## src/rtl/wb_port_arbiter_pkg.sv

```systemverilog
`default_nettype none
// ============================================================================
//  Module      : wb_port_arbiter_pkg
//  Description : Shared definitions for the integer write-back port arbiter.
//                Provides requester/port counts, the requester identity
//                enum, the write-back payload layout and an index-width
//                helper used to size source/port index fields.
//  Revision    : 1.0 - initial release
// ============================================================================
package wb_port_arbiter_pkg;

    localparam int WB_N_REQ  = 4;
    localparam int WB_N_PORT = 2;
    localparam int WB_CNT_W  = 32;

    // Requester identity; the value is the requester's bit position.
    typedef enum logic [1:0] {
        WB_SRC_MISC = 2'd0,
        WB_SRC_ALU0 = 2'd1,
        WB_SRC_ALU1 = 2'd2,
        WB_SRC_MDU  = 2'd3
    } WbSrcE;

    // Opaque to the arbiter; only its total width matters here.
    typedef struct packed {
        logic [47:0] data;
        logic [4:0]  exc;
        logic [4:0]  rd;
        logic [5:0]  rob_idx;
    } WbPayloadSt;

    localparam int WB_PAYLOAD_W = $bits(WbPayloadSt);

    // Width of an index into n items; never narrower than one bit.
    function automatic int wb_idx_w(input int n);
        return (n > 1) ? $clog2(n) : 1;
    endfunction

endpackage : wb_port_arbiter_pkg
`default_nettype wire

```

## src/rtl/wb_port_arbiter_rr_multi_grant.sv

```systemverilog
`default_nettype none
// ============================================================================
//  Module      : wb_port_arbiter_rr_multi_grant
//  Description : Combinational round-robin multi-grant selector. Scans the
//                requesters starting at i_rr_ptr (wrapping) and grants the
//                first min(#free ports, #valid) valid ones. The k-th grant in
//                scan order is steered to the k-th free port in ascending
//                port order.
//  Ports       : i_valid     - per-requester eligible request
//                i_rr_ptr    - requester index where the scan starts
//                i_free      - per-port free mask
//                o_grant     - per-requester grant
//                o_port_sel  - per-requester destination port (valid if granted)
//                o_last      - index of the last requester granted
//  Revision    : 1.0 - initial release
// ============================================================================
module wb_port_arbiter_rr_multi_grant #(
    parameter int N_REQ  = 4,
    parameter int N_PORT = 2,
    parameter int SRC_W  = 2,
    parameter int PORT_W = 1
) (
    input  logic [N_REQ-1:0]        i_valid,
    input  logic [SRC_W-1:0]        i_rr_ptr,
    input  logic [N_PORT-1:0]       i_free,
    output logic [N_REQ-1:0]        o_grant,
    output logic [N_REQ*PORT_W-1:0] o_port_sel,
    output logic [SRC_W-1:0]        o_last
);

    logic [N_PORT*PORT_W-1:0] w_free_list;  // free port indices, ascending, packed
    logic [SRC_W-1:0]         w_idx;

    always_comb begin
        int nf;
        int ng;
        w_free_list = '0;
        w_idx       = '0;
        o_grant     = '0;
        o_port_sel  = '0;
        o_last      = '0;
        nf          = 0;
        ng          = 0;

        // Compact the free ports into a list so grant k maps to list[k].
        for (int p = 0; p < N_PORT; p++) begin
            if (i_free[p]) begin
                w_free_list[nf*PORT_W +: PORT_W] = PORT_W'(p);
                nf = nf + 1;
            end
        end

        for (int k = 0; k < N_REQ; k++) begin
            w_idx = SRC_W'((int'(i_rr_ptr) + k) % N_REQ);
            if (i_valid[w_idx] && (ng < nf)) begin
                o_grant[w_idx] = 1'b1;
                o_port_sel[int'(w_idx)*PORT_W +: PORT_W] = w_free_list[ng*PORT_W +: PORT_W];
                o_last = w_idx;
                ng     = ng + 1;
            end
        end
    end

endmodule : wb_port_arbiter_rr_multi_grant
`default_nettype wire

```

## src/rtl/wb_port_arbiter.sv

```systemverilog
`default_nettype none
// ============================================================================
//  Module      : wb_port_arbiter
//  Description : Shares N_PORT register-file write-back ports among N_REQ
//                integer execute pipes. Grants are made round-robin each
//                cycle into per-port registered output stages with a
//                valid/ready handshake. Supports flush and a saturating
//                conflict counter.
//  Ports       : clk, a_rst_n        - clock, async active-low reset
//                flush_i             - discard all buffered write-backs
//                req_valid_i/_payload_i, req_ready_o - requester side
//                port_valid_o/_payload_o/_src_o, port_ready_i - port side
//                conflict_cnt_o      - cycles with an ungranted valid request
//  Revision    : 1.0 - initial release
// ============================================================================
module wb_port_arbiter
    import wb_port_arbiter_pkg::*;
#(
    parameter int N_REQ     = WB_N_REQ,
    parameter int N_PORT    = WB_N_PORT,
    parameter int PAYLOAD_W = WB_PAYLOAD_W,
    parameter int CNT_W     = WB_CNT_W
) (
    input  logic                                clk,
    input  logic                                a_rst_n,
    input  logic                                flush_i,
    input  logic [N_REQ-1:0]                    req_valid_i,
    input  logic [N_REQ*PAYLOAD_W-1:0]          req_payload_i,
    output logic [N_REQ-1:0]                    req_ready_o,
    output logic [N_PORT-1:0]                   port_valid_o,
    output logic [N_PORT*PAYLOAD_W-1:0]         port_payload_o,
    output logic [N_PORT*wb_idx_w(N_REQ)-1:0]   port_src_o,
    input  logic [N_PORT-1:0]                   port_ready_i,
    output logic [CNT_W-1:0]                    conflict_cnt_o
);

    localparam int C_SRC_W  = wb_idx_w(N_REQ);
    localparam int C_PORT_W = wb_idx_w(N_PORT);

    logic [N_PORT-1:0]            r_port_valid;
    logic [N_PORT*PAYLOAD_W-1:0]  r_port_payload;
    logic [N_PORT*C_SRC_W-1:0]    r_port_src;
    logic [C_SRC_W-1:0]           r_rr_ptr;
    logic [CNT_W-1:0]             r_conflict_cnt;

    logic [N_PORT-1:0]            w_free;
    logic [N_REQ-1:0]             w_req_elig;
    logic [N_REQ-1:0]             w_grant;
    logic [N_REQ*C_PORT_W-1:0]    w_port_sel;
    logic [C_SRC_W-1:0]           w_last;
    logic [C_SRC_W-1:0]           w_ptr_next;
    logic                         w_conflict;
    logic [N_PORT-1:0]            w_load;
    logic [N_PORT*C_SRC_W-1:0]    w_load_src;
    logic [N_PORT*PAYLOAD_W-1:0]  w_load_payload;

    // A port that is draining this cycle can accept a new entry without a bubble.
    assign w_free = ~r_port_valid | port_ready_i;

    // Masking with the reset keeps req_ready_o low while reset is asserted,
    // and masking with flush blocks all grants in a flush cycle.
    assign w_req_elig = req_valid_i & {N_REQ{~flush_i & a_rst_n}};

    wb_port_arbiter_rr_multi_grant #(
        .N_REQ  (N_REQ),
        .N_PORT (N_PORT),
        .SRC_W  (C_SRC_W),
        .PORT_W (C_PORT_W)
    ) u_rr_multi_grant (
        .i_valid    (w_req_elig),
        .i_rr_ptr   (r_rr_ptr),
        .i_free     (w_free),
        .o_grant    (w_grant),
        .o_port_sel (w_port_sel),
        .o_last     (w_last)
    );

    assign req_ready_o = w_grant;

    assign w_ptr_next = (int'(w_last) == N_REQ - 1) ? '0 : C_SRC_W'(int'(w_last) + 1);
    assign w_conflict = (|(req_valid_i & ~w_grant)) & ~flush_i;

    // Invert the per-requester port select into a per-port load + source.
    for (genvar gp = 0; gp < N_PORT; gp++) begin : g_port
        logic               w_hit;
        logic [C_SRC_W-1:0] w_src;

        always_comb begin
            w_hit = 1'b0;
            w_src = '0;
            for (int r = 0; r < N_REQ; r++) begin
                if (w_grant[r] && (int'(w_port_sel[r*C_PORT_W +: C_PORT_W]) == gp)) begin
                    w_hit = 1'b1;
                    w_src = C_SRC_W'(r);
                end
            end
        end

        assign w_load[gp]                              = w_hit;
        assign w_load_src[gp*C_SRC_W +: C_SRC_W]       = w_src;
        assign w_load_payload[gp*PAYLOAD_W +: PAYLOAD_W] =
            req_payload_i[int'(w_src)*PAYLOAD_W +: PAYLOAD_W];
    end

    always_ff @(posedge clk or negedge a_rst_n) begin
        if (!a_rst_n) begin
            r_port_valid   <= '0;
            r_port_payload <= '0;
            r_port_src     <= '0;
            r_rr_ptr       <= '0;
            r_conflict_cnt <= '0;
        end else if (flush_i) begin
            r_port_valid <= '0;
        end else begin
            for (int p = 0; p < N_PORT; p++) begin
                if (w_load[p]) begin
                    r_port_valid[p]                        <= 1'b1;
                    r_port_payload[p*PAYLOAD_W +: PAYLOAD_W] <= w_load_payload[p*PAYLOAD_W +: PAYLOAD_W];
                    r_port_src[p*C_SRC_W +: C_SRC_W]       <= w_load_src[p*C_SRC_W +: C_SRC_W];
                end else if (port_ready_i[p]) begin
                    r_port_valid[p] <= 1'b0;
                end
            end
            if (|w_grant) begin
                r_rr_ptr <= w_ptr_next;
            end
            if (w_conflict && !(&r_conflict_cnt)) begin
                r_conflict_cnt <= r_conflict_cnt + 1'b1;
            end
        end
    end

    assign port_valid_o   = r_port_valid;
    assign port_payload_o = r_port_payload;
    assign port_src_o     = r_port_src;
    assign conflict_cnt_o = r_conflict_cnt;

endmodule : wb_port_arbiter
`default_nettype wire

```

## config.mk

```make
export PLATFORM = sky130hd
export DESIGN_NAME = wb_port_arbiter
export DESIGN_NICKNAME = d
export VERILOG_FILES = /design/src/rtl/wb_port_arbiter_pkg.sv /design/src/rtl/wb_port_arbiter_rr_multi_grant.sv /design/src/rtl/wb_port_arbiter.sv
export SDC_FILE = /design/constraint.sdc
export NUM_CORES = 1
export LEC_CHECK = 0
export CAP_MARGIN = 30
export CORE_MARGIN = 5
export CORE_UTILIZATION = 43
export CTS_BUF_LIST = sky130_fd_sc_hd__clkbuf_16
export CTS_CLUSTER_DIAMETER = 30
export CTS_CLUSTER_SIZE = 10
export DETAILED_ROUTE_END_ITERATION = 12
export GPL_ROUTABILITY_DRIVEN = 0
export GPL_TIMING_DRIVEN = 0
export PLACE_DENSITY = 0.79
export SLEW_MARGIN = 15
export SYNTH_ARGS = -nofsm -noshare
export SYNTH_HDL_FRONTEND = slang
export SYNTH_SLANG_ARGS = --single-unit
export TNS_END_PERCENT = 10
```

## constraint.sdc

```tcl
create_clock -name clk -period 7.8 [get_ports clk]
set_input_delay 1.95 -clock clk [delete_from_list [all_inputs] [get_ports clk]]
set_output_delay 1.95 -clock clk [all_outputs]
set_load 0.1 [all_outputs]
```

==> qor.txt <==
Run status: finished, final reports clean
Post-CTS Hold Fix Bufs: 0
Critical-path cell list: dlygate4sd2_1, mux4_2, o211ai_1, buf_4, a21oi_4, buf_4, ha_4, o31ai_4, nor3_4, buf_6, mux2i_1, ha_1, o21ai_2, a211oi_4, nor2_4, buf_8, a221oi_4, clkinvlp_4, buf_12
Htree depth: 4
Final total power: 9.08 mW
Largest net degree at the start of global routing: 91
Port buffer count: 434
Sequential element share of the synthesized area: 0.319
Mean Syn Cell Area: 8.64 µm²
CP dominant cell by count: buf_4
Synth async-reset ratio: 1.00
Hold WS: 0.494 ns
Clk Latency, worst-skew pair: 0.45 ns
Peak VDD IR: 0.000435 V
Hpwl dp: 43.8 mm
Worst path required time: 5.85 ns
First-pass GRT wire length: 87.6 mm
Root buf cell: clkbuf_16
Layout Nets: 2310
Seq cells post-synth: 168
Worst Clk Skew: 0.00799 ns
Mapped cell area: 0.0132 mm²
Placed instance count: 2373
Maxcap violations: 0
Top FF cell, synth: dfrtp_1
Unrepaired setup endpoints after global routing: false
Die width: 185 µm
EDFF count, synth: 0
Sequential share of power: 0.162
Slowest cell on crit path: mux4_2
Starting Density: 0.434
Drt total wl: 59.7 mm
DR iter-0 viols: 1433
Area grow syn2layout: 48.6%
Final-report setup violation count: 0
Clock share of power: 0.097
Worst-path fanout max: 12
GRT Overall Usage: 0.330
Post-Syn Instances: 1528
Pint: 3.76 mW
Final instance count without filler cells: 2442
Clock slew at reported path FFs: 0.08 ns
CP max stage delay: 0.50 ns
Io pins: 435
Worst slew margin: 0.291
Combinational share of power: 0.742
Setup TNS: 0 ns
Via/cell ratio: 6.13
Yosys warning total: 0
Startpoint Class: input port
Netlist cell types: 86
Hold crit path type: reg -> reg
Net Sw Power: 5.32 mW
CP endpoint kind: output port
CTS buffer count: 17
Tcrit/Tclk final: 0.986
Layout cell share with drive strength beyond 1: 0.164
Pwr/cell area: 463 mW/mm²
Clock sinks: 168
Switch share: 0.586
FMAX: 130 MHz
Post-DR wirelength/cell: 24.4 µm
P_leak: 8.12 nW
Num rows: 64
Vias in the first global route: 15100
Via Count: 15000
Residual DRC: 0
Final Hold Viols: 0
Minimum clock period: 7.69 ns
Critical path data arrival time: 5.74 ns
GRT overflow: 0
Critical setup path kind: in -> out
CTS tree: yes
Final antenna-violating net count: 0
Worst slew pin tran: 1.06 ns
Buffer depth of the longest clock path: 2
Core box area: 0.0304 mm²
Antenna violations before repair: 10
Max-slew violation count: 0
Die footprint: 0.0343 mm²
Synthesized net count: 1809
TritonRoute pass-1 iters: 7
DIE HEIGHT: 185 µm
[logic make-up (layout without fill, tap and decap cells)]
group | count (synthesis) | in the layout | synth area share
simple gates | 610 | 610 | 0.223
compound gates | 338 | 338 | 0.232
buf+inv | 223 | 737 | 0.0812
flops | 168 | 168 | 0.319
mux | 140 | 140 | 0.108
xor+xnor | 33 | 33 | 0.0219
fa+ha+maj | 16 | 16 | 0.0152
other cells | 0 | 4 | 0
[cells in the final DEF (no fill, tap or decap), types with 43 or more instances in the layout]
master,count
clkdlybuf4s50_1,422
dfrtp_1,168
nand2_1,159
nor2_1,148
nand3_1,144
mux2i_1,135
inv_1,77
and3_1,75
a21oi_1,72
o21ai_0,71
buf_2,52
o32ai_2,50
o31ai_2,49
clkbuf_1,48
buf_4,43
[sequential cells by signal, indices dropped and copies added (netlist names), named ones only]
register	cells
port_payload_o	128
conflict_cnt_o	32
port_src_o	4
port_valid_o	2
r_rr_ptr	1
[metrics by stage]
stage | setup WS, ns | utilization | instance area [µm²]
4_1_cts | 0.105 | 0.638 | 19400
3_5_place_dp | -2.63 | 0.610 | 18600
2_1_floorplan | -0.130 | - | 13300
6_report | 0.107 | 0.644 | 19600
3_3_place_gp | -8.77 | 0.596 | 18100
5_1_grt | 0.00537 | 0.644 | 19600
[critical path: cells and delay by family]
kind,cells,cell delay [ns]
compound gates,6,1.20
mux,2,0.61
simple gates,2,0.17
buf+inv,7,1.28
fa+ha+maj,2,0.49
[routing by layer]
metal / vias to the layer above / wire length, µm / GRT usage
li1: 6504 / - / -
met1: 7195 / 22200 / 0.404
met2: 1018 / 28000 / 0.538
met3: 247 / 6210 / 0.0894
met4: 10 / 3240 / 0.162
met5: - / 72 / 0
[Yosys cell counts (5+ instances only)]
cell type,count,area (µm²)
dfrtp_1,168,4200
nand4_1,9,56.3
nor4_1,6,37.5
nor2_1,148,556
o32ai_1,14,123
o21ai_0,72,360
ha_1,16,200
nor4_2,7,87.6
a22o_1,5,43.8
xnor2_1,7,61.3
clkbuf_1,51,191
inv_1,81,304
buf_4,13,97.6
o31ai_2,49,613
buf_2,53,265
o32ai_2,50,813
a21oi_1,72,360
buf_6,16,180
buf_1,5,18.8
a21o_1,6,45.0
xor2_1,26,228
nand2_1,159,597
nand2b_1,8,50.1
mux2i_1,135,1350
o31ai_1,17,128
and3_1,76,475
nand3_1,144,721
nor3_1,23,115
[final cells by class]
class,instances,area [µm²]
Sequential cell,168,4200
Clock inverter,15,154
Fill cell,2507,10800
Multi-Input combinational cell,1137,8070
Tap cell,396,495
Timing Repair Buffer,485,5150
Antenna cell,4,10.0
Buffer,135,766
Inverter,85,325
Clock buffer,17,425
[timing repair]
| action | in CTS | in global routing |
|---|---|---|
| cloned | 0 | 1 |
| gates resized for setup | 56 | 11 |
| setup endpoints to repair | 129 | 4 |
| buffers inserted | 23 | 8 |
| pin swaps | 14 | 13 |
| endpoints found under the hold margin | 0 | 0 |
[final timing paths]
kind | startpoint | to | slack [ns] | cells after the start
max | req_valid_i[3] | req_ready_o[0] | 0.11 | 19
min | port_src_o[3] | port_src_o[3] | 0.49 | 1
max reg2reg | flop | port_payload_o[102] | 1.53 | 25
min reg2reg | port_src_o[3] | port_src_o[3] | 0.49 | 1
max in group asynchronous | a_rst_n | port_payload_o[119] | 5.65 | 2
min in group asynchronous | a_rst_n | port_payload_o[74] | 1.35 | 1
[power groups by stage]
stage	combinational (mW)	clock, mW	sequential (mW)
after global routing	6.98	0.918	1.50
after global placement	6.21	0	1.46
after detailed placement	6.50	0	1.47
after CTS	6.62	0.881	1.46
after floorplan	2.28	0	3.81
final	6.74	0.878	1.47
Note: power is estimated with default switching activity, not from simulation.
